### config.mk
export PLATFORM = sky130hd
export DESIGN_NAME = link_pattern_gen
export DESIGN_NICKNAME = d
export VERILOG_FILES = /design/src/rtl/link_pattern_pkg.sv /design/src/rtl/prbs7_byte_gen.sv /design/src/rtl/link_pattern_gen.sv
export SDC_FILE = /design/constraint.sdc
export NUM_CORES = 1
export LEC_CHECK = 0
export CORE_ASPECT_RATIO = 0.7
export CORE_UTILIZATION = 52
export DETAILED_ROUTE_END_ITERATION = 10
export PLACE_DENSITY = 0.75
export SYNTH_ARGS = -nofsm -noshare
export SYNTH_HDL_FRONTEND = slang
export SYNTH_SLANG_ARGS = --single-unit
### constraint.sdc
create_clock -name in_clk160 -period 5.1 [get_ports in_clk160]
set_input_delay 1.02 -clock in_clk160 [delete_from_list [all_inputs] [get_ports in_clk160]]
set_output_delay 1.02 -clock in_clk160 [all_outputs]
set_load 0.1 [all_outputs]
### src/rtl/link_pattern_pkg.sv
// Shared types and the PRBS7 helper for the link test-pattern generator.
// Contents: FSM state enum, payload mode enum, prbs7_step8() which advances
// the x^7+x^6+1 LFSR eight steps and returns {next_state[6:0], byte[7:0]}.
package link_pattern_pkg;

   typedef enum logic [1:0] {
      IDLE  = 2'd0,
      TRAIN = 2'd1,
      DATA  = 2'd2,
      DONE  = 2'd3
   } lpg_state_t;

   // Mode 3 is reserved and decodes the same as fixed-word.
   typedef enum logic [1:0] {
      MODE_FIXED   = 2'd0,
      MODE_COUNTER = 2'd1,
      MODE_PRBS7   = 2'd2,
      MODE_RSVD    = 2'd3
   } lpg_mode_t;

   // Fibonacci x^7+x^6+1: new = s[6]^s[5], shift left, new bit enters at s[0].
   // The eight new bits form the output byte, first generated bit in the MSB.
   function automatic logic [14:0] prbs7_step8(input logic [6:0] seed);
      logic [6:0] st;
      logic [7:0] b;
      logic       nb;
      st = seed;
      b  = 8'h00;
      for (int i = 0; i < 8; i++) begin
         nb = st[6] ^ st[5];
         st = {st[5:0], nb};
         b  = {b[6:0], nb};
      end
      return {st, b};
   endfunction

endpackage

### src/rtl/prbs7_byte_gen.sv
// PRBS7 byte source: LFSR register with seed load and 8-step advance.
// Ports: clk, rst_n (async active-low), load (reseed), adv (consume current byte),
//        byte_o (byte generated from the effective state, seed when load is high).
module prbs7_byte_gen
   import link_pattern_pkg::*;
#(
   parameter logic [6:0] SEED = 7'h7F
) (
   input  logic       clk,
   input  logic       rst_n,
   input  logic       load,
   input  logic       adv,
   output logic [7:0] byte_o
);

   logic [6:0]  lfsr_q;
   logic [6:0]  lfsr_d;
   logic [6:0]  lfsr_eff;
   logic [14:0] step;

   // A load in the same cycle as an advance must produce the byte of the
   // freshly loaded seed, so the byte path sees the seed while load is high.
   assign lfsr_eff = load ? SEED : lfsr_q;
   assign step     = prbs7_step8(lfsr_eff);
   assign byte_o   = step[7:0];

   always_comb begin
      lfsr_d = lfsr_q;
      if (adv) begin
         lfsr_d = step[14:8];
      end else if (load) begin
         lfsr_d = SEED;
      end
   end

   always_ff @(posedge clk or negedge rst_n) begin
      if (!rst_n) begin
         lfsr_q <= SEED;
      end else begin
         lfsr_q <= lfsr_d;
      end
   end

endmodule

### src/rtl/link_pattern_gen.sv
// Transmit-side burst pattern source for one serial link: optional training
// preamble followed by fixed / counter / PRBS7 payload on an 8-bit AXI stream.
// Ports: in_clk160/in_clk160_aresetn clock and async active-low reset;
//        start/stop/mode/fixed_word/train_word/n_train/n_words burst control;
//        m_tdata/m_tvalid/m_tready stream; busy/done/word_count status.
module link_pattern_gen
   import link_pattern_pkg::*;
#(
   parameter int unsigned COUNT_WIDTH = 32,
   parameter int unsigned TRAIN_WIDTH = 16,
   parameter logic [6:0]  PRBS_SEED   = 7'h7F
) (
   input  logic                   in_clk160,
   input  logic                   in_clk160_aresetn,
   input  logic                   start,
   input  logic                   stop,
   input  logic [1:0]             mode,
   input  logic [7:0]             fixed_word,
   input  logic [7:0]             train_word,
   input  logic [TRAIN_WIDTH-1:0] n_train,
   input  logic [COUNT_WIDTH-1:0] n_words,
   output logic [7:0]             m_tdata,
   output logic                   m_tvalid,
   input  logic                   m_tready,
   output logic                   busy,
   output logic                   done,
   output logic [COUNT_WIDTH-1:0] word_count
);

   lpg_state_t             state_q, state_d;
   lpg_mode_t              mode_q, mode_d;
   logic [7:0]             fixed_q, fixed_d;
   logic [7:0]             train_word_q, train_word_d;
   logic [COUNT_WIDTH-1:0] n_words_q, n_words_d;
   logic [COUNT_WIDTH-1:0] data_rem_q, data_rem_d;
   logic [COUNT_WIDTH-1:0] word_count_q, word_count_d;
   logic [TRAIN_WIDTH-1:0] train_rem_q, train_rem_d;
   logic [7:0]             cnt_q, cnt_d;
   logic [7:0]             tdata_q, tdata_d;
   logic                   tvalid_q, tvalid_d;
   logic                   busy_q, busy_d;
   logic                   done_q, done_d;

   logic                   start_ok;
   logic                   beat;
   logic                   can_present;
   logic                   present_payload;
   logic                   prbs_adv;
   lpg_mode_t              mode_eff;
   logic [7:0]             fixed_eff;
   logic [7:0]             cnt_eff;
   logic [7:0]             payload;
   logic [7:0]             prbs_byte;

   // start only counts in IDLE, and a simultaneous stop cancels it.
   assign start_ok    = (state_q == IDLE) && start && !stop;
   assign beat        = tvalid_q && m_tready;
   // A new word may be loaded only when the output register is empty or draining.
   assign can_present = !tvalid_q || beat;

   // On the start cycle the first word comes straight from the live inputs,
   // since the config registers are only being written at that edge.
   assign mode_eff  = start_ok ? lpg_mode_t'(mode) : mode_q;
   assign fixed_eff = start_ok ? fixed_word : fixed_q;
   assign cnt_eff   = start_ok ? 8'h00 : cnt_q;

   always_comb begin
      payload = fixed_eff;
      case (mode_eff)
         MODE_COUNTER: payload = cnt_eff;
         MODE_PRBS7:   payload = prbs_byte;
         default:      payload = fixed_eff;
      endcase
   end

   // The LFSR steps whenever a payload word is loaded; in non-PRBS modes the
   // extra stepping is harmless because every start reseeds it.
   assign prbs_adv = present_payload;

   prbs7_byte_gen #(
      .SEED (PRBS_SEED)
   ) u_prbs (
      .clk    (in_clk160),
      .rst_n  (in_clk160_aresetn),
      .load   (start_ok),
      .adv    (prbs_adv),
      .byte_o (prbs_byte)
   );

   always_comb begin
      state_d         = state_q;
      mode_d          = mode_q;
      fixed_d         = fixed_q;
      train_word_d    = train_word_q;
      n_words_d       = n_words_q;
      data_rem_d      = data_rem_q;
      word_count_d    = word_count_q;
      train_rem_d     = train_rem_q;
      cnt_d           = cnt_q;
      tdata_d         = tdata_q;
      tvalid_d        = tvalid_q;
      busy_d          = busy_q;
      done_d          = 1'b0;
      present_payload = 1'b0;

      case (state_q)
         IDLE: begin
            if (start_ok) begin
               mode_d       = lpg_mode_t'(mode);
               fixed_d      = fixed_word;
               train_word_d = train_word;
               n_words_d    = n_words;
               word_count_d = '0;
               busy_d       = 1'b1;
               tvalid_d     = 1'b1;
               if (n_train != '0) begin
                  state_d     = TRAIN;
                  tdata_d     = train_word;
                  train_rem_d = n_train - TRAIN_WIDTH'(1);
               end else begin
                  state_d         = DATA;
                  tdata_d         = payload;
                  present_payload = 1'b1;
                  data_rem_d      = n_words - COUNT_WIDTH'(1);
               end
            end
         end

         TRAIN: begin
            if (can_present) begin
               if (stop) begin
                  tvalid_d = 1'b0;
                  busy_d   = 1'b0;
                  state_d  = IDLE;
               end else if (train_rem_q != '0) begin
                  tdata_d     = train_word_q;
                  tvalid_d    = 1'b1;
                  train_rem_d = train_rem_q - TRAIN_WIDTH'(1);
               end else begin
                  // Last preamble beat: first payload word follows with no bubble.
                  state_d         = DATA;
                  tdata_d         = payload;
                  tvalid_d        = 1'b1;
                  present_payload = 1'b1;
                  data_rem_d      = n_words_q - COUNT_WIDTH'(1);
               end
            end
         end

         DATA: begin
            if (beat && (word_count_q != {COUNT_WIDTH{1'b1}})) begin
               word_count_d = word_count_q + COUNT_WIDTH'(1);
            end
            if (can_present) begin
               if (stop) begin
                  tvalid_d = 1'b0;
                  busy_d   = 1'b0;
                  state_d  = IDLE;
               end else if ((n_words_q == '0) || (data_rem_q != '0)) begin
                  // n_words == 0 means run until stop; data_rem is then don't-care.
                  tdata_d         = payload;
                  tvalid_d        = 1'b1;
                  present_payload = 1'b1;
                  data_rem_d      = data_rem_q - COUNT_WIDTH'(1);
               end else begin
                  tvalid_d = 1'b0;
                  busy_d   = 1'b0;
                  done_d   = 1'b1;
                  state_d  = DONE;
               end
            end
         end

         DONE: begin
            state_d = IDLE;
         end

         default: begin
            state_d = IDLE;
         end
      endcase

      if (present_payload) begin
         cnt_d = cnt_eff + 8'd1;
      end
   end

   always_ff @(posedge in_clk160 or negedge in_clk160_aresetn) begin
      if (!in_clk160_aresetn) begin
         state_q      <= IDLE;
         mode_q       <= MODE_FIXED;
         fixed_q      <= 8'h00;
         train_word_q <= 8'h00;
         n_words_q    <= '0;
         data_rem_q   <= '0;
         word_count_q <= '0;
         train_rem_q  <= '0;
         cnt_q        <= 8'h00;
         tdata_q      <= 8'h00;
         tvalid_q     <= 1'b0;
         busy_q       <= 1'b0;
         done_q       <= 1'b0;
      end else begin
         state_q      <= state_d;
         mode_q       <= mode_d;
         fixed_q      <= fixed_d;
         train_word_q <= train_word_d;
         n_words_q    <= n_words_d;
         data_rem_q   <= data_rem_d;
         word_count_q <= word_count_d;
         train_rem_q  <= train_rem_d;
         cnt_q        <= cnt_d;
         tdata_q      <= tdata_d;
         tvalid_q     <= tvalid_d;
         busy_q       <= busy_d;
         done_q       <= done_d;
      end
   end

   assign m_tdata    = tdata_q;
   assign m_tvalid   = tvalid_q;
   assign busy       = busy_q;
   assign done       = done_q;
   assign word_count = word_count_q;

endmodule
==> impl_metrics.ini <==
[worst_setup_path]
r2r_end = data_rem_q[29]
arrival_ns = 4.37
cp_data_required_time_ns = 5.46
crit_path_max_fanout = 58
cp-end-kind = register
reg2reg_from = state_q[0]
path_class = primary input to register
r2r_setup_slack_ns = 1.33
ff2ff_path_depth = 9
cp-start-kind = primary input

[floorplanning]
initial_core_util_pct = 53.1
die_area_um2 = 18900
row_count = 41
core-area_um2 = 18000
die_width_um = 164
ios = 114
die_h_um = 115

[routing]
top_layer_used = met4
vias = 8455
wl_per_cell_um = 17.6
firstDrtPassIters = 5
drt_iter0_markers = 813
via_per_inst = 5.98
wl_um = 24800
met2_length_um = 10900
met3_length_um = 1520
met1Wirelength_um = 12100
antenna_left = 0
drc_errors = 0

[layout]
design_area_um2 = 11400
drive_gt1_share_pct = 8.31
nNetsFinal = 1249
synthToLayoutAreaGrowth_pct = 19.6
num-fill-cells = 1497
num_antenna_cells = 0
multi_input_area_um2 = 5220
seq_area_um2 = 3960

[timing]
final_hold_viol_count = 0
finalCritPeriodShare_pct = 78.4
rsz0062_at_grt = no
tns_ns = 0
max_slew.worst_pin.slew_ns = 1.18
skew_ns = 0.00830
finalSetupViolCount = 0
fin_crit_ns = 4.00
max-slew-margin-rel_pct = 21.6
slew_viol_final = 0
max_freq_mhz = 250

[place]
place_area_um2 = 10800
hpwl_um = 16900
gp_congestion = 0.851
port_buffers = 113

[clock_tree]
htree_levels = 4
post-cts-setup-buffers = 0
root_buffer = clkbuf_16
clockBufferDepth = 2
cts.clk_slew.worst_paths_ns = 0.06
numCtsBuffers = 17
cts.repair.resized = 0
ctsHoldBuffers = 0
cts_tree = done
cts_sinks = 158
clk-insertion-delay-late_ns = 0.43

[synth]
async_flop_share_pct = 100
synth_area_um2 = 9530
synth_compound_area_share_pct = 14.6
synth_fp_nets = 1165
synth_top_family_by_area = simple AND/OR/NAND/NOR gates
synth_common_cells = nand2_1 (208), dfrtp_1 (151), nor2_1 (96)
ys_top_cells_by_area = dfrtp_1 (40%), nand2_1 (8.2%), nor2_1 (3.8%), mux2i_1 (3.7%), a21oi_1 (3.0%)
yosys.area_share.simple_pct = 25.3
synth_cells = 1082
ys_types = 68
yosysWarnings = 0
yosysSeqAreaShare_pct = 41.6
synth.area.mux_share_pct = 7.68
synth_seq_cells = 158
yosysTopAreaCell = dfrtp_1
post-synth-top-count-cell = nand2_1
synth.avg_cell_area_um2 = 8.81
synthAdderAreaFrac_pct = 1.58
synth_top_area_share_pct = 39.6
synth_xor_area_share_pct = 5.51
synth_edf_count = 0
synthFlopType = dfrtp_1

[global_route]
first_global_vias = 7789
antenna_found_initial = 0
grt.total_usage_pct = 27.4
overflow = 0
grt_max_degree = 82
grt_first_pass_wirelength_um = 40500

[worst_hold_path]
min_path_cells = 2
hold_class = register to register
hp-start = mode_q[1]
hold_end = mode_q[1]

[power]
swShare_pct = 46.4
ir_drop_mv = 0.382
power.leakage_nw = 4.68
power_density_nw_per_um2 = 659
p_comb_share_pct = 52.8
p_clk_share_pct = 17.8
intPower_w = 0.00403
seqPwrFrac_pct = 29.4
p_switching_w = 0.00348

[flow_run]
maxCapViolations = 0

[outcome]
status = finished clean
-- worst max-delay path: stages --
cell	delay (ns)
clkdlybuf4s50_1	0.60
nand3b_1	0.17
buf_4	0.54
nand2_1	0.17
nand2_1	0.12
inv_1	0.05
ha_1	0.46
o311ai_0	0.62
a22oi_1	0.13
a221oi_1	0.36
a21o_1	0.12
-- placed cells by master, fill, tap and decap left out, types with 5 or more instances in the layout --
cell type          n
nor2_1            96
nor3b_1            6
dfrtp_1          151
mux2_2            17
and2_1             9
nand2_1          208
nand4_1           31
nand3b_1           8
o21ai_1           11
nand2b_1          10
and3_1             9
a22oi_1           20
ha_1               9
a21o_1             7
xnor2_1           33
mux2i_1           35
nor3_1            15
and4_1             5
a31oi_1           12
nor4b_1            5
o21ai_0           45
clkbuf_16         17
nor4_1            27
clkdlybuf4s50_1  112
a22o_1            27
inv_1             14
nor2b_1           10
dfstp_2            7
a21oi_1           58
clkinvlp_4         5
nand3_1           31
xor2_1            27
o31ai_1            7
buf_4             13
-- metal layers --
metal | vias up | GRT usage, %
li1 | 4030 | -
met3 | 28 | 5.70
met5 | - | 0
met4 | 0 | 5.99
met2 | 297 | 40.7
met1 | 4100 | 40.9
-- stage by stage --
stage	setup WS, ns	hold slack (ns)	std cells	utilization [%]	total power (W)
2_1_floorplan	1.37	0.439	1082	-	0.00524
3_3_place_gp	0.938	0.461	1383	60.1	0.00599
3_5_place_dp	0.759	0.462	1383	60.1	0.00611
4_1_cts	1.15	0.477	1415	63.5	0.00748
5_1_grt	0.820	0.492	1415	63.5	0.00801
6_report	1.10	0.471	1415	63.5	0.00751
-- how the worst max path moves through the flow --
stage,startpoint,to,slack (ns),depth (start not counted)
2_1_floorplan,state_q[1],train_rem_q[12],1.37,15
3_3_place_gp,stop,m_tdata[1],0.94,11
3_5_place_dp,stop,m_tdata[1],0.76,11
4_1_cts,stop,m_tdata[1],1.15,11
5_1_grt,stop,m_tdata[1],0.82,11
6_report,stop,m_tdata[1],1.10,11
-- final cells by class --
cell class,instances,area share (%)
multi-input cells,848,45.8
repair buffers,127,11.0
clock buffers,18,3.77
flip-flops and latches,158,34.8
clock inverters,14,1.60
well taps,236,2.59
inverters,14,0.461
-- state kept, by name, summed over array words and instances (netlist names) --
| signal | flops |
|---|---|
| data_rem_q | 32 |
| n_words_q | 32 |
| word_count | 32 |
| train_rem_q | 16 |
| cnt_q | 8 |
| fixed_q | 8 |
| m_tdata | 8 |
| train_word_q | 8 |
| u_prbs.lfsr_q | 7 |
| mode_q | 2 |
| state_q | 2 |
| busy | 1 |
| done | 1 |
| m_tvalid | 1 |
-- logic make-up after synthesis --
group           count (synthesis)
compound gates                216
xor+xnor                       60
fa+ha+maj                      12
buf+inv                        76
flops                         158
mux                            64
simple gates                  496
-- power by group through the flow --
| stage | clock network, W | logic [W] | registers, W |
|---|---|---|---|
| 3_3_place_gp | 0 | 0.00379 | 0.00220 |
| 6_report | 0.00134 | 0.00397 | 0.00221 |
| 4_1_cts | 0.00135 | 0.00393 | 0.00219 |
| 3_5_place_dp | 0 | 0.00391 | 0.00220 |
| 5_1_grt | 0.00141 | 0.00433 | 0.00226 |
| 2_1_floorplan | 0 | 0.00282 | 0.00242 |
Power figures use the tool's default switching activity.
